**src/rtl/ysyx_23060236_tlb_pkg.sv**
```systemverilog
// rtl/ysyx_23060236_tlb_pkg.sv - shared Sv32 TLB constants (optional perf counters: YSYX_23060236_TLB_PERF_EN)
package ysyx_23060236_tlb_pkg;
  localparam int VPN_W       = 20;
  localparam int PPN_W       = 20;
  localparam int TLB_ENTRIES = 8;
endpackage

```
**src/rtl/ysyx_23060236_tlb_victim.sv**
```systemverilog
// rtl/ysyx_23060236_tlb_victim.sv - refill slot selection: existing VPN, first free entry, else round-robin
module ysyx_23060236_tlb_victim
  import ysyx_23060236_tlb_pkg::*;
#(
  parameter int ENTRIES = TLB_ENTRIES,
  parameter int IDX_W   = $clog2(ENTRIES)
) (
  input  logic                          clock,
  input  logic                          reset,
  input  logic                          flush,
  input  logic                          wvalid,
  input  logic [VPN_W-1:0]              awaddr,
  input  logic [ENTRIES-1:0]            valid,
  input  logic [ENTRIES-1:0][VPN_W-1:0] vpn,
  output logic [IDX_W-1:0]              widx
);
  logic             match_found;
  logic [IDX_W-1:0] match_idx;
  logic             free_found;
  logic [IDX_W-1:0] free_idx;
  logic [IDX_W-1:0] rp;

  // Scan high to low so the lowest index wins both encoders.
  always_comb begin
    match_found = 1'b0;
    match_idx   = '0;
    free_found  = 1'b0;
    free_idx    = '0;
    for (int i = ENTRIES - 1; i >= 0; i--) begin
      if (valid[i] && vpn[i] == awaddr) begin
        match_found = 1'b1;
        match_idx   = IDX_W'(i);
      end
      if (!valid[i]) begin
        free_found = 1'b1;
        free_idx   = IDX_W'(i);
      end
    end
  end

  always_comb begin
    widx = rp;
    if (match_found)
      widx = match_idx;
    else if (free_found)
      widx = free_idx;
  end

  // ENTRIES is a power of two, so the natural wrap of rp is mod ENTRIES.
  always_ff @(posedge clock) begin
    if (reset || flush)
      rp <= '0;
    else if (wvalid && !match_found && !free_found)
      rp <= rp + 1'b1;
  end
endmodule

```
**src/rtl/ysyx_23060236_tlb.sv**
```systemverilog
// rtl/ysyx_23060236_tlb.sv - fully-associative Sv32 TLB; perf counters under YSYX_23060236_TLB_PERF_EN
module ysyx_23060236_tlb
  import ysyx_23060236_tlb_pkg::*;
#(
  parameter int ENTRIES = TLB_ENTRIES,
  parameter int IDX_W   = $clog2(ENTRIES)
) (
  input  logic             clock,
  input  logic             reset,
  input  logic [VPN_W-1:0] tlb_araddr,
  input  logic             tlb_rvalid,
  output logic             tlb_hit,
  output logic [PPN_W-1:0] tlb_rdata,
  input  logic [VPN_W-1:0] tlb_awaddr,
  input  logic [PPN_W-1:0] tlb_wdata,
  input  logic             tlb_wvalid,
`ifdef YSYX_23060236_TLB_PERF_EN
  output logic [31:0]      perf_hit_cnt,
  output logic [31:0]      perf_miss_cnt,
  output logic [31:0]      perf_evict_cnt,
`endif
  input  logic             tlb_flush
);
  logic [ENTRIES-1:0]            valid;
  logic [ENTRIES-1:0][VPN_W-1:0] vpn;
  logic [ENTRIES-1:0][PPN_W-1:0] ppn;
  logic [IDX_W-1:0]              widx;
  logic                          do_write;
  logic                          lookup_hit;
  logic [PPN_W-1:0]              lookup_ppn;

  assign do_write = tlb_wvalid && !tlb_flush;

  ysyx_23060236_tlb_victim #(
    .ENTRIES(ENTRIES),
    .IDX_W  (IDX_W)
  ) u_victim (
    .clock (clock),
    .reset (reset),
    .flush (tlb_flush),
    .wvalid(do_write),
    .awaddr(tlb_awaddr),
    .valid (valid),
    .vpn   (vpn),
    .widx  (widx)
  );

  always_comb begin
    lookup_hit = 1'b0;
    lookup_ppn = '0;
    for (int i = ENTRIES - 1; i >= 0; i--) begin
      if (valid[i] && vpn[i] == tlb_araddr) begin
        lookup_hit = 1'b1;
        lookup_ppn = ppn[i];
      end
    end
  end

  always_ff @(posedge clock) begin
    if (reset || tlb_flush)
      valid <= '0;
    else if (do_write)
      valid[widx] <= 1'b1;
  end

  // Tags and PPNs are qualified by valid, so they carry no reset.
  always_ff @(posedge clock) begin
    if (!reset && do_write) begin
      vpn[widx] <= tlb_awaddr;
      ppn[widx] <= tlb_wdata;
    end
  end

  always_ff @(posedge clock) begin
    if (reset) begin
      tlb_hit   <= 1'b0;
      tlb_rdata <= '0;
    end else if (tlb_flush) begin
      tlb_hit <= 1'b0;
    end else begin
      tlb_hit <= tlb_rvalid && lookup_hit;
      if (tlb_rvalid && lookup_hit)
        tlb_rdata <= lookup_ppn;
    end
  end

`ifdef YSYX_23060236_TLB_PERF_EN
  logic evict;
  assign evict = do_write && valid[widx] && vpn[widx] != tlb_awaddr;

  always_ff @(posedge clock) begin
    if (reset || tlb_flush) begin
      perf_hit_cnt   <= '0;
      perf_miss_cnt  <= '0;
      perf_evict_cnt <= '0;
    end else begin
      if (tlb_rvalid && lookup_hit)
        perf_hit_cnt <= perf_hit_cnt + 32'd1;
      if (tlb_rvalid && !lookup_hit)
        perf_miss_cnt <= perf_miss_cnt + 32'd1;
      if (evict)
        perf_evict_cnt <= perf_evict_cnt + 32'd1;
    end
  end
`endif
endmodule

```
**config.mk**
```make
export PLATFORM = sky130hd
export DESIGN_NAME = ysyx_23060236_tlb
export DESIGN_NICKNAME = d
export VERILOG_FILES = /design/src/rtl/ysyx_23060236_tlb_pkg.sv /design/src/rtl/ysyx_23060236_tlb_victim.sv /design/src/rtl/ysyx_23060236_tlb.sv
export SDC_FILE = /design/constraint.sdc
export NUM_CORES = 1
export LEC_CHECK = 0
export BUFFER_PORTS_ARGS = -buffer_cell sky130_fd_sc_hd__buf_2
export CAP_MARGIN = 30
export CELL_PAD_IN_SITES_DETAIL_PLACEMENT = 0
export CELL_PAD_IN_SITES_GLOBAL_PLACEMENT = 1
export CORE_MARGIN = 2
export CORE_UTILIZATION = 34
export DETAILED_ROUTE_END_ITERATION = 8
export PLACE_DENSITY = 0.66
export SLEW_MARGIN = 20
export SYNTH_ARGS = -nofsm -noshare
export SYNTH_HDL_FRONTEND = slang
export SYNTH_SLANG_ARGS = --single-unit
```
**constraint.sdc**
```tcl
create_clock -name clock -period 12.6 [get_ports clock]
set_clock_uncertainty 0.15 [all_clocks]
set_input_delay 1.89 -clock clock [delete_from_list [all_inputs] [get_ports clock]]
set_output_delay 1.89 -clock clock [all_outputs]
set_load 0.02 [all_outputs]
```
Word-level counts from Yosys, hierarchy flattened
Index checks and enable logic that the tools add are counted.
{"block": "op_classes", "addsub": 1, "order_cmp": 2, "n_eq_ne": 16, "mux": 56, "bitwise": 2, "reduce_logical": 29}
{"op": "$bwmux W160", "count": 2}
{"op": "$eq A20 B20 Y1", "count": 16}
{"op": "$mux W20", "count": 9}
{"op": "$demux W20 S3", "count": 1}
{"op": "$mux W3", "count": 18}
{"op": "$mux W1", "count": 25}
{"op": "$logic_and A1 B1 Y1", "count": 22}
{"op": "$or A8 B8 Y8", "count": 1}
{"op": "$logic_not A1 Y1", "count": 4}
{"op": "$lt A3 B4 Y1 const B", "count": 1}
{"op": "$add A3 B1 Y3 const B", "count": 1}
{"op": "$demux W1 S3", "count": 1}
{"op": "$ge A3 B1 Y1 const B", "count": 1}
{"op": "$reduce_and A2 Y1", "count": 1}
{"op": "$reduce_or A2 Y1", "count": 1}
{"op": "$logic_or A1 B1 Y1", "count": 1}
{"op": "$not A1 Y1", "count": 1}
{"block": "totals", "register_bits": 352, "in_bits": 65, "elab_cells": 126}

Longest topological paths before layout
Gate-level depths: netlist of the first run.
{"block": "depth", "word_depth": 16, "mapped_depth": 11, "depth_no_buf": 8}

Modules after synthesis
From an unflattened synthesis of the first run, not the netlist that was laid out.
{"block": "hier_totals", "cells_unflattened": 1204, "area_unflattened_um2": 16572.1}
{"mod": "ysyx_23060236_tlb", "instances": 1, "cells_per_inst": 911, "area_per_inst_um2": 14226.1, "seq_area_each_um2": 10189.8}
{"mod": "ysyx_23060236_tlb_victim", "instances": 1, "cells_per_inst": 293, "area_per_inst_um2": 2346.0, "seq_area_each_um2": 60.1}

Worst setup path after synthesis of the first run
No wires, ideal clock.
{"block": "synth_path", "path_kind": "input to register", "start": "in tlb_awaddr[2]", "end": "reg ppn[120] (netlist bit), enable pin", "setup_ns": 0.438, "arrival_time_ns": 5.330, "required_time_ns": 12.012, "slack_ns": 6.683, "path_stages": 10, "n_path_buf": 2, "path_cell_list": "buf_4 > xor2_1 > nor4_1 > nand4_1 > nor4_1 > or4b_2 > nor3_1 > or2_2 > clkbuf_1 > nor2_1"}
{"element": "start: declaration", "line_no": "ysyx_23060236_tlb.sv:14", "rtl": "input logic [VPN_W-1:0] tlb_awaddr,"}
{"element": "end signal: indexed assignment", "line_no": "ysyx_23060236_tlb.sv:70", "rtl": "ppn[widx] <= tlb_wdata;"}
{"element": "end: declaration", "line_no": "ysyx_23060236_tlb.sv:26", "rtl": "logic [ENTRIES-1:0][PPN_W-1:0] ppn;"}

==> reports/metrics.csv, run 1 <==
stage,metric,value,unit
worst_setup_path,Setup Crit Path Kind,input pin to flip-flop,
finish,area of the multi-input gates,5388,sq um
drt,vias per inst,5.258,
synth,yosys warns,0,
global_route,largest net degree at the start of global routing,43,
power,clock share of power,0.430,
global_route,global-route wire length before repair,67840,um
drt,Final ANT Viol Nets,0,
status,status,"finished, final reports clean",
worst_setup_path,worst path bufs/invs,2,
timing,RSZ-0062 raised after global routing,false,
synth,post-synth top area share,0.5979,
power,Sw Ratio,0.2189,
floorplan,die width,221.4,um
floorplan,area of the core,46560,sq um
synth,Syn Area/Cell,13.49,sq um
worst_setup_path,Critical Path RT,12.65,ns
synth,Syn Nets,1257,
floorplan,Core Rows,79,
finish,Final Core Density,0.3916,
timing,min Tclk post-route,5.538,ns
place,IO buf count,85,
timing,final setup fails,0,
synth,gate count of the mapped netlist,1191,
drt,routed via count,9990,
timing,Final Hold Fails,0,
place,post-DP HPWL,29730,um
finish,sequential cell area,10250,sq um
worst_setup_path,largest fanout on the critical path,21,
global_route,gr ovfl total,0,
clocking,CTS clock-pin slew for the worst setup and hold paths,0.06,ns
power,switching power total,544.3,uW
power,combinational share of power,0.054,
power,PwrDens,136.4,nW/um^2
global_route,vias in the first global route,10180,
timing,Fmax,180.6,MHz
global_route,Total Routing Usage GR,0.1851,
clocking,CTS tree,built,
floorplan,# IOs,86,
finish,layout cells sized above 1,0.1284,
synth,"count leader, synth",edfxtp_1,
worst_setup_path,CP dominant cell by count,nand4_1,
timing,fin crit share,0.4395,
worst_setup_path,CP arrival,5.59,ns
finish,area grow syn2layout,13.43,%
finish,antenna cell count,0,
worst_setup_path,max incr delay on CP,0.71,ns
clocking,Longest Clk Path Bufs,3,
finish,Fill cells,4335,
clocking,CTS Buf Count,39,
job,Max-cap violations,0,
floorplan,die area,49020,sq um
global_route,GR Util met1,0.2498,
global_route,gr busiest metal,met2,
clocking,post-CTS resize count,0,
worst_setup_path,"slowest stage cell, crit path",nor2_4,
worst_setup_path,crit start category,input pin,
global_route,met3 Use GR,0.02337,
clocking,# clock sinks,352,
timing,final hold slack,0.3775,ns
power,leakage power,0.005748,uW
drt,drt drc,0,
drt,DR iter-0 viols,819,
worst_setup_path,Worst setup EP type,flip-flop,
floorplan,die height,221.4,um
power,Tot Pwr,2486,uW
synth,library cells used by synthesis,48,
synth,post-synth top area cell,edfxtp_1,
power,Flop pwr share,0.516,
clocking,postcts setup bufs,0,
global_route,met2 GRT Util,0.3085,
synth,Commonest cells post-synth,"edfxtp_1 (320), xnor2_1 (214), xor2_1 (105)",
timing,Max-slew headroom,0.3537,
synth,Seq cells post-synth,352,
hold_path,Hold WC Path Type,flip-flop to flip-flop,
synth,mapped cell area,16070,sq um
drt,final WL,45620,um
finish,Final nets,1330,
clocking,CTS Hold Bufs,0,
synth,Synth area leaders,"edfxtp_1 (60%), xnor2_1 (12%), xor2_1 (5.7%)",
drt,TritonRoute pass-1 iters,5,
timing,Pins Over Slew Limit,0,
power,Max VDD drop,0.09027,mV
clocking,clk_lat worst skew,0.53,ns
synth,Async SR Flop Fraction,0,
timing,Worst Tran Pin Value,0.9642,ns
timing,setup TNS,0,ns
power,internal power,1942,uW
synth,"EDFF count, synth",320,
drt,WL/cell,24.01,um
floorplan,initial core utilization,0.3452,
clocking,CTS Root Cell,clkbuf_16,
place,gp weighted congestion,0.8874,
global_route,antenna violations before repair,0,
synth,"Seq/Total Area, Yosys",0.6378,
synth,Synth Flop Type,edfxtp_1,
clocking,H-tree levels,2,
worst_setup_path,Worst path top cell family by delay,simple AND/OR/NAND/NOR gates,
worst_setup_path,crit-path cells,"buf_2, xnor2_1, nand4_1, nor4_1, nand4_1, nand4_1, nor3_1, or2_2, nor2_4, buf_4",
through the flow:
stage	cell area, sq um	setup slack, ns	cells
after floorplan	16070	6.683	1191
after global placement	17030	6.503	1829
after detailed placement	17040	6.531	1830
after CTS	18230	7.062	1900
after global routing	18230	6.747	1900
final	18230	7.062	1900
worst register-to-register path, cell delays in order (launching register included):
cell	delay (ns)
edfxtp_1	0.41
xor2_1	0.19
nor4_1	0.40
nand4_1	0.15
nor4_1	0.54
a21oi_1	0.12
o311ai_0	0.53
nor2_1	0.35
nor2_4	0.64
buf_4	0.42
power by group through the flow:
stage          Clock, uW  Sequential [uW]  Combinational [uW]
2_1_floorplan          0             1310                78.8
3_3_place_gp           0             1310                 133
3_5_place_dp           0             1310                 134
4_1_cts             1090             1280                 135
5_1_grt             1140             1280                 143
6_report            1070             1280                 134
routing by layer:
metal / part of all wire / wire length, um
met1: 0.45 / 20590
met2: 0.47 / 21660
met3: 0.043 / 1981
met4: 0.030 / 1377
met5: 0 / 0
layout by cell type, fill, tap and decap left out, types with 39 or more instances in the layout:
| cell | instances |
|---|---|
| buf_2 | 85 |
| o211ai_1 | 40 |
| clkbuf_16 | 39 |
| nor2_1 | 50 |
| xor2_1 | 105 |
| nand2_1 | 54 |
| xnor2_1 | 214 |
| a21oi_1 | 41 |
| nand4_1 | 56 |
| edfxtp_1 | 320 |
worst paths after layout:
kind / start / to / slack, ns / depth (start not counted)
worst max-delay path: tlb_awaddr[4] / vpn[47]$_DFFE_PP_ / 7.06 / 10
worst min register to register: tlb_rdata[18]$_SDFFE_PP0P_ / tlb_rdata[18]$_SDFFE_PP0P_ / 0.38 / 2
worst min-delay path: tlb_rdata[18]$_SDFFE_PP0P_ / tlb_rdata[18]$_SDFFE_PP0P_ / 0.38 / 2
worst max register to register: vpn[152]$_DFFE_PP_ / ppn[158]$_DFFE_PP_ / 8.37 / 9
final cells by class:
class                   instances  area share
flip-flops and latches        352      0.5622
inverters                      25    0.005148
clock inverters                15    0.005491
multi-input cells             745      0.2955
repair buffers                101     0.03034
clock buffers                  55     0.05957
well taps                     607     0.04166
registers in the layout (all words and copies together) (netlist names):
name and cells:
u_victim.rp 3, tlb_hit 1, vpn 160, tlb_rdata 20, valid 8, ppn 160
logic make-up after synthesis:
family,synth area share
xor gates and xnor gates,0.1738
muxes,0.0006228
AOI/OAI and AO/OA,0.06446
DFF,0.6378
and+or+nand+nor,0.09140
buffers and inverters,0.03114
adders and majority gates,0.0007784
Power figures use the tool's default switching activity.
==> run 2: changes to the inputs <==
==> constraint.sdc (replaced) <==
create_clock -name clock -period 5.8 [get_ports clock]
set_clock_uncertainty 0.15 [all_clocks]
set_input_delay 0.87 -clock clock [delete_from_list [all_inputs] [get_ports clock]]
set_output_delay 0.87 -clock clock [all_outputs]
set_load 0.02 [all_outputs]
==> run 2 against run 1 <==
Routed wire length increased by 4.4%. Largest cell class unchanged. Setup slack lost 5.7 ns. Largest power group unchanged. Die area is the same. Critical endpoint is now ppn[108]$_DFFE_PP_. Sequential power increased by 120%. Global-route usage is 0.82 points higher.
==> reports/metrics.csv, run 2 (synthesis gave the netlist of run 1 again) <==
stage,metric,value,unit
worst_setup_path,worst path bufs/invs,2,
drt,routed via count,10070,
timing,setup TNS,0,ns
clocking,Longest Clk Path Bufs,3,
floorplan,Core Rows,79,
global_route,antenna violations before repair,2,
finish,Final nets,1344,
global_route,vias in the first global route,9925,
worst_setup_path,worst setup path start,tlb_awaddr[15],
place,IO buf count,85,
timing,min Tclk post-route,4.419,ns
clocking,clk_lat worst skew,0.55,ns
status,status,"finished, final reports clean",
worst_setup_path,Worst Reg-to-Reg Cells,9,
floorplan,die height,221.4,um
worst_setup_path,crit-path cells,"buf_2, xor2_1, nor4_1, nand4_1, nor4_1, o211ai_1, o2111a_1, nand4bb_1, nor2_4, buf_12",
drt,WL/cell,24.89,um
finish,most frequent cells in the layout,"edfxtp_1 (320), xnor2_1 (214), xor2_1 (105), buf_2 (86), nand4_1 (56)",
drt,drt drc,0,
timing,Final Hold Fails,0,
drt,final WL,47650,um
clocking,# clock sinks,352,
clocking,post-CTS resize count,0,
finish,fin cells,1914,
worst_setup_path,CP dominant cell by count,nor4_1,
timing,fin crit share,0.7619,
power,leakage power,0.005812,uW
clocking,CTS Root Cell,clkbuf_16,
worst_setup_path,Worst path top cell family by delay,simple AND/OR/NAND/NOR gates,
clocking,CTS tree,built,
finish,layout cells sized above 1,0.1394,
drt,vias per inst,5.260,
worst_setup_path,max incr delay on CP,0.76,ns
timing,final hold slack,0.3200,ns
worst_setup_path,"setup slack, reg-to-reg",1.63,ns
global_route,largest net degree at the start of global routing,43,
power,PwrDens,294.1,nW/um^2
worst_setup_path,FF-to-FF Start,vpn[94]$_DFFE_PP_,
clocking,CTS Buf Count,39,
worst_setup_path,Worst setup EP type,flip-flop,
global_route,global-route wire length before repair,70020,um
job,Max-cap violations,0,
hold_path,min-delay src,tlb_rdata[18]$_SDFFE_PP0P_,
finish,biggest regs,"ppn x160, vpn x160, tlb_rdata x20",
timing,Max-slew headroom,0.3296,
clocking,H-tree levels,2,
timing,Pins Over Slew Limit,0,
worst_setup_path,crit start category,input pin,
place,# placed instances,1843,
floorplan,# IOs,86,
timing,"Worst Setup Slack, final",1.381,ns
timing,final setup fails,0,
clocking,CTS Hold Bufs,0,
global_route,Total Routing Usage GR,0.1934,
hold_path,Worst Hold Path EP,tlb_rdata[18]$_SDFFE_PP0P_,
worst_setup_path,Setup Crit Path Kind,input pin to flip-flop,
timing,RSZ-0062 raised after global routing,false,
clocking,CTS clock-pin slew for the worst setup and hold paths,0.06,ns
floorplan,initial core utilization,0.3452,
place,post-DP HPWL,32070,um
clocking,postcts setup bufs,0,
finish,Fill cells,4383,
floorplan,area of the core,46560,sq um
worst_setup_path,"slowest stage cell, crit path",nor4_1,
worst_setup_path,r2r endpoint,ppn[108]$_DFFE_PP_,
finish,area grow syn2layout,14.11,%
place,gp weighted congestion,0.8888,
hold_path,Hold WC Path Type,flip-flop to flip-flop,
drt,DR iter-0 viols,1011,
power,Max VDD drop,0.1684,mV
finish,"most common cell after layout, fill and taps aside",edfxtp_1,
place,"worst slack, placed",0.9440,ns
timing,Worst Tran Pin Value,0.9951,ns
drt,TritonRoute pass-1 iters,5,
timing,Fmax,226.3,MHz
worst_setup_path,largest fanout on the critical path,29,
floorplan,die area,49020,sq um
drt,Final ANT Viol Nets,0,
hold_path,Hold Crit Depth,2,
worst_setup_path,CP arrival,4.50,ns
worst_setup_path,Critical Path RT,5.88,ns
floorplan,die width,221.4,um
finish,Final Core Density,0.3939,
global_route,gr ovfl total,0,
-- run 2: cell count changes in the layout (fill, tap and decap cells not counted), sizes merged --
| cell | delta |
|---|---|
| buf | +13 |
| clkbuf | -3 |
| clkinv | +2 |
| clkinvlp | +1 |
| diode | +1 |
-- run 2: how the worst max path moves through the flow --
stage | end | cells after the start
final | ppn[108]$_DFFE_PP_ | 10
after global routing | vpn[88]$_DFFE_PP_ | 10
after CTS | ppn[116]$_DFFE_PP_ | 10
after detailed placement | ppn[115]$_DFFE_PP_ | 10
after global placement | ppn[111]$_DFFE_PP_ | 10
after floorplan | ppn[120]$_DFFE_PP_ | 10
-- run 2: metal layers --
| layer | wire [um] | vias up | track usage |
|---|---|---|---|
| li1 | - | 4550 | - |
| met1 | 21870 | 5117 | 0.2804 |
| met2 | 21800 | 340 | 0.3004 |
| met3 | 2819 | 61 | 0.03014 |
| met4 | 1157 | 0 | 0.05462 |
| met5 | 0 | - | 0 |
-- run 2: worst register-to-register path, cell delays in order (launching register included) --
cell       delay [ns]
edfxtp_1         0.44
xor2_1           0.19
nor4_1           0.77
nand4_1          0.19
nor4_1           0.49
o211ai_1         0.18
o2111a_1         0.22
nand4bb_1        0.44
nor2_4           0.48
buf_12           0.27
-- run 2: stage by stage --
stage | total power, uW | instance area [sq um]
after floorplan | 3009 | 16070
after global placement | 3134 | 17140
after detailed placement | 3134 | 17170
after CTS | 5437 | 18330
after global routing | 5555 | 18340
final | 5393 | 18340
-- run 2: final cells by class --
| class | instances | area, sq um | share of cell area |
|---|---|---|---|
| repair buffers | 115 | 685.7 | 0.03739 |
| clock buffers | 51 | 1031 | 0.05622 |
| inverters | 25 | 93.84 | 0.005117 |
| multi-input cells | 745 | 5386 | 0.2937 |
| clock inverters | 18 | 130.1 | 0.007096 |
| diodes | 1 | 2.502 | 0.0001365 |
| well taps | 607 | 759.5 | 0.04141 |
| flip-flops and latches | 352 | 10250 | 0.5589 |
-- run 2: where the power goes --
group	switching, uW	internal, uW	leakage [uW]
clock network	1010	1300	0.000572
logic	204	93.5	0.00210
registers	6.98	2780	0.00314
==> run 3: changes to the inputs <==
--- a/config.mk
+++ b/config.mk
@@ -5,6 +5,7 @@
 export SDC_FILE = /design/constraint.sdc
 export NUM_CORES = 1
 export LEC_CHECK = 0
+export ABC_AREA = 1
 export BUFFER_PORTS_ARGS = -buffer_cell sky130_fd_sc_hd__buf_2
 export CAP_MARGIN = 30
 export CELL_PAD_IN_SITES_DETAIL_PLACEMENT = 0
@@ -12,7 +13,7 @@
 export CORE_MARGIN = 2
 export CORE_UTILIZATION = 34
 export DETAILED_ROUTE_END_ITERATION = 8
-export PLACE_DENSITY = 0.66
+export PLACE_DENSITY = 0.72
 export SLEW_MARGIN = 20
 export SYNTH_ARGS = -nofsm -noshare
 export SYNTH_HDL_FRONTEND = slang
==> constraint.sdc (replaced) <==
create_clock -name clock -period 4 [get_ports clock]
set_clock_uncertainty 0.15 [all_clocks]
set_input_delay 0.6 -clock clock [delete_from_list [all_inputs] [get_ports clock]]
set_output_delay 0.6 -clock clock [all_outputs]
set_load 0.02 [all_outputs]
==> run 3 against run 2 <==
Cell count up 48%. Cell area up 13%. Total power up 57%. Die area up 11%. Clock-buffer cell count down 2. Flip-flop and latch count unchanged. Highest routed layer unchanged.
==> reports/metrics.csv, run 3 <==
stage,metric,value,unit
status,status,"finished, final reports clean",
finish,most frequent cells in the layout,"nand2_1 (582), nor2_1 (366), edfxtp_1 (320), inv_1 (159), o21ai_0 (124)",
clocking,CTS clock-pin slew for the worst setup and hold paths,0.06,ns
drt,DR iter-0 viols,1518,
timing,Final Hold Fails,0,
timing,final hold slack,0.1537,ns
timing,final setup fails,0,
place,gp weighted congestion,1.004,
synth,post-synth top area share,0.5395,
timing,Worst Tran Pin Value,0.7021,ns
timing,RSZ-0062 raised after global routing,false,
power,PwrDens,408.4,nW/um^2
worst_setup_path,crit start category,input pin,
synth,yosys warns,0,
floorplan,initial core utilization,0.3458,
clocking,CTS tree,built,
place,"worst slack, placed",0.2753,ns
finish,biggest regs,"ppn x160, vpn x160, tlb_rdata x20",
finish,layout cells sized above 1,0.1332,
clocking,CTS Root Cell,clkbuf_16,
timing,Max-slew headroom,0.5320,
finish,Final Core Density,0.4018,
drt,drt drc,0,
finish,"most common cell after layout, fill and taps aside",nand2_1,
clocking,CTS Hold Bufs,0,
worst_setup_path,largest fanout on the critical path,20,
floorplan,die width,232.9,um
floorplan,# IOs,86,
synth,Synth Flop Type,edfxtp_1,
timing,fin crit share,0.8086,
timing,Fmax,309.2,MHz
synth,Seq cells post-synth,352,
synth,Synth area leaders,"edfxtp_1 (54%), nand2_1 (12%), nor2_1 (7.9%)",
floorplan,die height,232.9,um
floorplan,area of the core,51510,sq um
drt,final WL,66020,um
drt,Final ANT Viol Nets,0,
synth,"EDFF count, synth",320,
finish,fin cells,2834,
worst_setup_path,Worst setup EP type,flip-flop,
synth,"Seq/Total Area, Yosys",0.5755,
finish,antenna cell count,0,
global_route,vias in the first global route,14190,
synth,Syn Nets,2076,
timing,setup TNS,0,ns
floorplan,Core Rows,83,
floorplan,die area,54230,sq um
clocking,clk_lat worst skew,0.59,ns
clocking,post-CTS resize count,0,
synth,gate count of the mapped netlist,2010,
timing,"Worst Setup Slack, final",0.7656,ns
finish,Final nets,2189,
global_route,antenna violations before repair,2,
drt,TritonRoute pass-1 iters,5,
global_route,largest net degree at the start of global routing,42,
place,# placed instances,2761,
global_route,global-route wire length before repair,96460,um
finish,Fill cells,5180,
drt,WL/cell,23.30,um
clocking,H-tree levels,2,
worst_setup_path,CP arrival,3.35,ns
synth,mapped cell area,17810,sq um
worst_setup_path,Critical Path RT,4.12,ns
drt,vias per inst,5.171,
finish,area grow syn2layout,16.21,%
timing,Pins Over Slew Limit,0,
clocking,CTS Buf Count,40,
place,IO buf count,85,
worst_setup_path,Setup Crit Path Kind,input pin to flip-flop,
synth,post-synth top area cell,edfxtp_1,
hold_path,Hold WC Path Type,input pin to flip-flop,
clocking,postcts setup bufs,0,
place,post-DP HPWL,46980,um
clocking,# clock sinks,352,
synth,"count leader, synth",nand2_1,
synth,Commonest cells post-synth,"nand2_1 (582), nor2_1 (374), edfxtp_1 (320)",
clocking,Longest Clk Path Bufs,3,
timing,min Tclk post-route,3.234,ns
power,Max VDD drop,0.2698,mV
synth,Async SR Flop Fraction,0,
power,leakage power,0.008327,uW
job,Max-cap violations,0,
drt,routed via count,14660,
global_route,Total Routing Usage GR,0.2469,
global_route,gr ovfl total,0,
synth,Syn Area/Cell,8.861,sq um
synth,library cells used by synthesis,31,
==> run 3: layer usage <==
metal | vias to the layer above | track usage | part of all wire
met5 | - | 0 | 0
met4 | 0 | 0.07902 | 0.031
met3 | 115 | 0.04559 | 0.086
met2 | 653 | 0.3849 | 0.44
met1 | 7097 | 0.3467 | 0.44
li1 | 6790 | - | -
==> run 3: cells by family (layout without fill, tap and decap cells) <==
kind of cell / after synthesis / in the layout / synth area share
and+or+nand+nor: 1059 / 1059 / 0.2358
DFF: 352 / 352 / 0.5755
buffers and inverters: 259 / 403 / 0.06653
AOI/OAI and AO/OA: 254 / 254 / 0.07973
xor gates and xnor gates: 85 / 85 / 0.04180
adders and majority gates: 1 / 1 / 0.0007024
==> run 3: stage by stage <==
step | instance area, sq um | power [uW]
floorplan | 17830 | 4354
global placement | 19330 | 4645
detailed placement | 19330 | 4642
CTS | 20700 | 8494
global route | 20700 | 8681
finish | 20700 | 8454
==> run 3: final timing paths <==
path | start | endpoint | slack (ns) | cells past startpoint
worst max-delay path | tlb_awaddr[19] | vpn[80]$_DFFE_PP_ | 0.77 | 16
worst min register to register | tlb_rdata[19]$_SDFFE_PP0P_ | tlb_rdata[19]$_SDFFE_PP0P_ | 0.32 | 2
worst max register to register | valid[0]$_SDFFE_PP0P_ | vpn[80]$_DFFE_PP_ | 1.03 | 13
worst min-delay path | tlb_wdata[8] | ppn[8]$_DFFE_PP_ | 0.15 | 1
==> run 3: power by group <==
group / switching, uW / leakage, uW / total [uW] / internal [uW]
Clock: 1590 / 0.000672 / 3870 / 2290
Sequential: 8.80 / 0.00314 / 4030 / 4020
Combinational: 414 / 0.00452 / 548 / 134
Total: 2010 / 0.00833 / 8450 / 6440
==> run 3: area by class of cell <==
| class | instances | area (sq um) | share of cell area |
|---|---|---|---|
| inverter | 180 | 675.6 | 0.03264 |
| clock inverter | 24 | 317.8 | 0.01535 |
| tap | 680 | 850.8 | 0.04111 |
| timing repair buffer | 150 | 1114 | 0.05380 |
| sequential | 352 | 10250 | 0.4952 |
| multi-input combinational | 1399 | 6436 | 0.3109 |
| clock buffer | 49 | 1055 | 0.05096 |
==> run 3: worst max-delay path, cell delays in order <==
cell     delay (ns)
buf_2          0.38
inv_1          0.34
nand2_1        0.12
o21ai_0        0.11
nor2_1         0.12
nand2_1        0.10
nor2_1         0.11
nand3_1        0.20
nand2_1        0.19
nor2_2         0.08
nand3_1        0.10
nor2_1         0.05
nor2_2         0.19
nand3_1        0.22
nor2_4         0.20
buf_12         0.19
